==> src/rtl/rf_ctrl_pkg.sv <==
// Shared types and default sizes for the register-file write-port controller.
package rf_ctrl_pkg;

  localparam int ADDR_W   = 5;
  localparam int DATA_W   = 32;
  localparam int NUM_REGS = 32;

  // Controller modes: sweeping the register file, or arbitrating writeback.
  typedef enum logic {
    INIT = 1'b0,
    ARB  = 1'b1
  } state_t;

  // One writeback request as presented by a requester.
  typedef struct packed {
    logic              valid;
    logic [ADDR_W-1:0] addr;
    logic [DATA_W-1:0] data;
  } wb_req_t;

endpackage

==> src/rtl/rr_arbiter2.sv <==
// Two-way round-robin arbiter: combinational grant, registered last-grant pointer.
// The pointer resets to 1 so requester 0 wins the first tie.
module rr_arbiter2 (
  input  logic clk,
  input  logic rst,
  input  logic en,
  input  logic valid0,
  input  logic valid1,
  output logic grant0,
  output logic grant1
);

  logic last_r;

  // Grant the sole requester, or on a tie the one not granted last.
  always_comb begin
    grant0 = 1'b0;
    grant1 = 1'b0;
    if (en) begin
      grant0 = valid0 & (~valid1 | last_r);
      grant1 = valid1 & (~valid0 | ~last_r);
    end else begin
      grant0 = 1'b0;
      grant1 = 1'b0;
    end
  end

  // Remember who was granted; hold the pointer when nobody is.
  always_ff @(posedge clk) begin
    if (rst) begin
      last_r <= 1'b1;
    end else if (grant0) begin
      last_r <= 1'b0;
    end else if (grant1) begin
      last_r <= 1'b1;
    end else begin
      last_r <= last_r;
    end
  end

endmodule

==> src/rtl/rf_write_arbiter.sv <==
// Write-port sequencer for the 32x32 register file: sweeps all registers to
// INIT_VALUE after reset or on init_start, then round-robins ALU and load
// writebacks onto the single registered write port. Writes to x0 are accepted
// but never reach the port.
// Optional macro RF_WB_FORWARD_EN forwards the in-flight write to the read ports.
module rf_write_arbiter
  import rf_ctrl_pkg::*;
#(
  parameter int          NUM_REGS   = rf_ctrl_pkg::NUM_REGS,
  parameter int          ADDR_W     = rf_ctrl_pkg::ADDR_W,
  parameter int          DATA_W     = rf_ctrl_pkg::DATA_W,
  parameter logic [31:0] INIT_VALUE = 32'h0000_0000
) (
  input  logic              clk,
  input  logic              rst,
  input  logic              req0_valid,
  output logic              req0_ready,
  input  logic [ADDR_W-1:0] req0_addr,
  input  logic [DATA_W-1:0] req0_data,
  input  logic              req1_valid,
  output logic              req1_ready,
  input  logic [ADDR_W-1:0] req1_addr,
  input  logic [DATA_W-1:0] req1_data,
  input  logic              init_start,
  output logic              busy,
  output logic              rf_we,
  output logic [ADDR_W-1:0] rf_waddr,
  output logic [DATA_W-1:0] rf_wdata,
  input  logic [ADDR_W-1:0] rs1_addr,
  input  logic [ADDR_W-1:0] rs2_addr,
  input  logic [DATA_W-1:0] rf_rdata1,
  input  logic [DATA_W-1:0] rf_rdata2,
  output logic [DATA_W-1:0] rs1_data,
  output logic [DATA_W-1:0] rs2_data
);

  localparam int CNT_W = (NUM_REGS > 1) ? $clog2(NUM_REGS) : 1;
  localparam logic [CNT_W-1:0] LAST_CNT = CNT_W'(NUM_REGS - 1);

  state_t           state_r;
  logic [CNT_W-1:0] count_r;
  logic             arb_en_s;
  logic             grant0_s;
  logic             grant1_s;
  wb_req_t          req0_s;
  wb_req_t          req1_s;
  wb_req_t          sel_s;

  // Requests arbitrate only in ARB and only when no sweep is being requested.
  assign arb_en_s = (state_r == ARB) & ~init_start;
  assign busy     = (state_r == INIT);

  rr_arbiter2 u_rr (
    .clk    (clk),
    .rst    (rst),
    .en     (arb_en_s),
    .valid0 (req0_valid),
    .valid1 (req1_valid),
    .grant0 (grant0_s),
    .grant1 (grant1_s)
  );

  assign req0_ready = grant0_s;
  assign req1_ready = grant1_s;

  // Pack the requests and pick the granted one for the write port.
  always_comb begin
    req0_s = '{valid: req0_valid, addr: req0_addr, data: req0_data};
    req1_s = '{valid: req1_valid, addr: req1_addr, data: req1_data};
    if (grant1_s) begin
      sel_s = req1_s;
    end else begin
      sel_s = req0_s;
    end
  end

  // Mode FSM with the registered write port: sweep in INIT, one-cycle writeback in ARB.
  always_ff @(posedge clk) begin
    if (rst) begin
      state_r  <= INIT;
      count_r  <= '0;
      rf_we    <= 1'b0;
      rf_waddr <= '0;
      rf_wdata <= '0;
    end else begin
      case (state_r)
        INIT: begin
          rf_we    <= 1'b1;
          rf_waddr <= ADDR_W'(count_r);
          rf_wdata <= DATA_W'(INIT_VALUE);
          if (count_r == LAST_CNT) begin
            state_r <= ARB;
            count_r <= '0;
          end else begin
            state_r <= INIT;
            count_r <= count_r + {{(CNT_W-1){1'b0}}, 1'b1};
          end
        end
        ARB: begin
          count_r <= '0;
          if (init_start) begin
            state_r <= INIT;
            rf_we   <= 1'b0;
          end else if (grant0_s | grant1_s) begin
            state_r  <= ARB;
            rf_we    <= (sel_s.addr != {ADDR_W{1'b0}});
            rf_waddr <= sel_s.addr;
            rf_wdata <= sel_s.data;
          end else begin
            state_r <= ARB;
            rf_we   <= 1'b0;
          end
        end
        default: begin
          state_r <= INIT;
          count_r <= '0;
          rf_we   <= 1'b0;
        end
      endcase
    end
  end

`ifdef RF_WB_FORWARD_EN
  // Bypass the in-flight write to a read port addressing the same non-zero register.
  always_comb begin
    if (rf_we && (rf_waddr == rs1_addr) && (rs1_addr != {ADDR_W{1'b0}})) begin
      rs1_data = rf_wdata;
    end else begin
      rs1_data = rf_rdata1;
    end
    if (rf_we && (rf_waddr == rs2_addr) && (rs2_addr != {ADDR_W{1'b0}})) begin
      rs2_data = rf_wdata;
    end else begin
      rs2_data = rf_rdata2;
    end
  end
`else
  // Read data passes straight through from the register file.
  always_comb begin
    rs1_data = rf_rdata1;
    rs2_data = rf_rdata2;
  end
`endif

endmodule

==> config.mk <==
export PLATFORM = sky130hd
export DESIGN_NAME = rf_write_arbiter
export DESIGN_NICKNAME = d
export VERILOG_FILES = /design/src/rtl/rf_ctrl_pkg.sv /design/src/rtl/rr_arbiter2.sv /design/src/rtl/rf_write_arbiter.sv
export SDC_FILE = /design/constraint.sdc
export NUM_CORES = 1
export LEC_CHECK = 0
export CORE_AREA = 4 4 98 100
export DETAILED_ROUTE_END_ITERATION = 6
export DIE_AREA = 0 0 102 104
export HOLD_SLACK_MARGIN = 0.08
export PLACE_DENSITY = 0.77
export SLEW_MARGIN = 0
export SYNTH_ARGS = -nofsm -noshare
export SYNTH_HDL_FRONTEND = slang
export SYNTH_SLANG_ARGS = --single-unit
==> constraint.sdc <==
create_clock -name clk -period 1.6 [get_ports clk]
set_input_delay 0.32 -clock clk [delete_from_list [all_inputs] [get_ports clk]]
set_output_delay 0.32 -clock clk [all_outputs]
set_load 0.03 [all_outputs]
[Word level (Yosys, flattened, before mapping)]
Index checks and enable logic that the tools add are counted.
Word-level totals
  flip-flop bits (word level): 45
  input port bits: 153
  output and inout port bits: 105
  word-level logic and storage cells: 43
Operators by class
  add/sub/neg operators: 1
  eq/ne operators: 3
  muxes and demuxes: 19
  bitwise logic cells: 11
  reductions and logical operators: 3
Operators by type and width (count)
  $mux W32: 2
  $pmux W32 S2: 1
  $mux W37: 1
  $pmux W5 S2: 2
  $mux W5: 3
  $mux W1: 8
  $add A5 B1 Y5 const B: 1
  $eq A5 B5 Y1 const B: 1
  $not A1 Y1: 5
  $reduce_bool A5 Y1: 1
  $pmux W1 S2: 2
  $and A1 B1 Y1: 3
  $or A1 B1 Y1: 3
  $ne A2 B1 Y1 const B: 1
  $ne A2 B2 Y1 const B: 1
  $reduce_and A2 Y1: 1
  $reduce_bool A2 Y1: 1

[Logic depth before layout (Yosys ltp)]
  word-level depth: 9
  gate-level depth with buffers: 5
  gate-level depth less buffers: 5

[Cells and area by module]
A second synthesis with hierarchy kept.
Second synthesis, totals
  cell total of the unflattened synthesis: 292
  area total of the unflattened synthesis: 2621.3 sq um
By module, submodules not included
  rf_write_arbiter: instances 1, cells each 284, area each 2562.5 sq um, seq. area each 880.8 sq um
  rr_arbiter2: instances 1, cells each 8, area each 58.8 sq um, seq. area each 20.0 sq um

[Worst setup path before layout]
No wires, ideal clock.
  kind: reg-to-output
  start: register state_r
  end: output port req0_ready
  arrival time: 1.448 ns
  required time: 1.280 ns
  setup slack: -0.168 ns
  cell stages (with the launch flop): 3
  path buffers: 0
  cells stage by stage: dfxtp_1 or2b_1 nor3b_1
On the way
  word-level cells in the longest chain between the ends: 2
RTL lines
  from (decl): line rf_write_arbiter.sv:40  | state_t state_r;
  from (signal assigned): line rf_write_arbiter.sv:80  | state_r <= INIT;
  from (signal assigned): line rf_write_arbiter.sv:92  | state_r <= ARB;
  from (signal assigned): line rf_write_arbiter.sv:95  | state_r <= INIT;
  $and A1 B1 Y1: line rf_write_arbiter.sv:50  | assign arb_en_s = (state_r == ARB) & ~init_start;
  $mux W1: line rr_arbiter2.sv:19  | if (en) begin
  to (decl): line rf_write_arbiter.sv:17  | output logic req0_ready,
Every way passes these cells.

[Worst setup path after layout]
Ends and elaborated chain as after synthesis.

==> metrics.md <==
| Metric | Value |
|---|---|
| Initial core utilization | `26.2%` |
| Hold path cells | `1` |
| Syn_nets | `392` |
| Yosys reg bits | `45` |
| Distinct cells, synth | `34` |
| Area growth from synthesis to layout | `46.7%` |
| Clk_lat worst skew | `0.29 ns` |
| FF/Latch Area | `906 µm²` |
| Initial DRC Count | `151` |
| Die area | `10600 µm²` |
| Crit path from | `state_r` |
| Total track usage | `11.5%` |
| H-tree Lvls | `2` |
| Core Box Area | `8680 µm²` |
| I/O pin count | `258` |
| Placed cells | `407` |
| Final std cells w/o fill | `416` |
| Slowest-stage cell, CP | `dfxtp_4` |
| Register area share after synthesis | `39.7%` |
| Area contributors post-synth | `dfxtp_1, buf_4, a222oi_1` |
| Worst-path cell chain | `or2b_4, nor3b_4, buf_12` |
| Fin util | `38.4%` |
| WP data arrival | `1.32 ns` |
| HP Class | `flop to flop` |
| Worst setup SP type | `flop` |
| Failing checks | `setup timing` |
| Hold_buf cts | `0` |
| Part of the cycle the worst path needs | `103%` |
| Async set or reset register ratio after synthesis | `0%` |
| First-pass GRT wire length | `9740 µm` |
| Area of the multi-input gates | `732 µm²` |
| Final hold viol count | `0` |
| Post-synth top flop | `dfxtp_1` |
| Post-detail-place hpwl | `5390 µm` |
| CTS tree | `yes` |
| Final Worst Setup Slack | `-0.0415 ns` |
| Max-Cap Viols | `0` |
| Cell Area, Synth | `2270 µm²` |
| Pwr Density | `620 nW/µm²` |
| Diode count | `0` |
| Via count | `1984` |
| Vias in the first global route | `1973` |
| Post-synth top area cell | `dfxtp_1` |
| Slew @ Worst Pin | `0.380 ns` |
| Drt total wl | `6720 µm` |
| Most frequent cell after synthesis | `buf_4` |
| Critical Path RT | `1.28 ns` |
| CP max FO | `4` |
| F_max | `0.609 GHz` |
| Status | `complete, but fails checks` |
| DRC | `0` |
| Worst stage delay on the critical path | `0.37 ns` |
| Tmin final | `1.64 ns` |
| Clock Path Buffers | `2` |
| Drt pass-1 iters | `6` |
| Std cell rows | `34` |
| Die Wd | `102 µm` |
| GP Congestion | `0.794` |
| Clock Skews | `0.00581 ns` |
| Average wire per standard cell | `16.2 µm` |
| YS warnings | `0` |
| Buffers on Ports | `119` |
| P_leak | `1.68 nW` |
| Final setup fails | `1` |
| Fill count | `878` |
| Root Buffer Master | `clkbuf_8` |
| Slew HR | `74.6%` |
| Num CTS Buffers | `5` |
| Clk sink count | `45` |
| Most frequent cells after synthesis | `buf_4, dfxtp_1, inv_1` |
| Clock input transition at the sequential cells of the worst setup and hold paths | `0.08 ns` |
| Mean post-synth cell area | `9.58 µm²` |
| EDFF count, synth | `0` |
| Post-synthesis cell count | `237` |
| Unrepaired setup endpoints after global routing | `yes` |
| Final max-slew violation count | `0` |
| Final ANT Viol Nets | `0` |
| # nets final | `464` |
| Initial antenna violation count | `0` |
| Via/cell ratio | `4.77` |
| Fin Setup TNS | `-0.0415 ns` |
| Worst R2R Start | `count_r[1]` |
| Critical Path End Type | `primary output` |
| Worst vdd rail ir drop | `0.309 mV` |
| Reg2Reg Depth | `5` |
| Area fraction of the dominant cell type after synthesis | `39.7%` |
| GRT overflow | `0` |
| Layout cells sized above 1 | `13.3%` |
| Die height | `104 µm` |
| HP Start | `count_r[0]` |
| Setup CP Type | `flop to primary output` |
| Largest net degree at the start of global routing | `24` |
-- worst max-delay path, delay by kind of cell, from the launching register on --
family / cells / cell delay [ns]
buffers and inverters: 1 / 0.15
flip-flops: 1 / 0.37
AND/OR/NAND/NOR: 2 / 0.51
-- layout by cell type (no fill, tap or decap), types with 2 or more instances in the layout --
cell and n:
a21oi_1 2, a222oi_1 32, a22oi_1 8, and2_1 2, buf_12 6, buf_4 14
clkbuf_8 5, clkdlybuf4s50_1 73, dfxtp_1 43, dlygate4sd2_1 43, ha_1 2, inv_1 34
nand2_1 8, nand3_1 2, nor2_1 5, o21ai_0 2
-- stage by stage --
step	power [mW]	area, µm²	setup slack (ns)	hold WS [ns]
after global routing	2.18	3330	-0.0743	0.464
after global placement	1.44	3250	-0.332	0.454
final	2.07	3330	-0.0415	0.443
after CTS	2.12	3310	-0.0881	0.462
after floorplan	1.50	2280	0.104	0.389
after detailed placement	1.44	3250	-0.380	0.461
-- area by class of cell --
class,count,area share (%)
Clock buffer,5,2.07
Clock inverter,1,0.150
Inverter,34,3.83
Multi-Input combinational cell,85,22.0
Sequential cell,45,27.2
Tap cell,108,4.06
Timing Repair Buffer,138,40.7
-- power breakdown --
part / internal (mW) / switching [mW] / leakage [nW] / total [mW]
Combinational: 0.199 / 0.0734 / 1.27 / 0.273
Clock: 0.288 / 0.366 / 0.0399 / 0.654
Sequential: 1.13 / 0.00975 / 0.365 / 1.14
Total: 1.62 / 0.449 / 1.68 / 2.07
-- final timing paths --
| path | end | slack (ns) |
|---|---|---|
| max | req0_ready | -0.04 |
| max reg2reg | count_r[2] | 0.08 |
| min reg2reg | count_r[0] | 0.44 |
| min | count_r[0] | 0.44 |
-- registers in the layout (all words and copies together), names as in the netlist --
| register | count |
|---|---|
| state_r | 1 |
| rf_we | 1 |
| rf_wdata | 32 |
| count_r | 5 |
| rf_waddr | 5 |
| u_rr.last_r | 1 |
-- logic make-up after synthesis --
kind of cell	share of synthesized area, %
buf+inv	29.6
compound gates	19.8
flops	39.7
simple gates	8.99
xor+xnor	0.772
fa+ha+maj	1.10
-- metal layers --
metal | vias up | global-route usage, % | routed length [µm]
li1 | 925 | - | -
met1 | 924 | 11.5 | 2320
met2 | 127 | 21.0 | 3440
met3 | 8 | 5.84 | 952
met4 | 0 | 2.62 | 17
met5 | - | 0 | 0
-- timing repair --
action / in CTS / in global routing
setup endpoints to repair: 57 / 6
pin swaps: 2 / 3
buffers inserted: 1 / 2
resized for setup: 51 / 3
hold endpoints to repair: 0 / 0
Power figures use the tool's default switching activity.
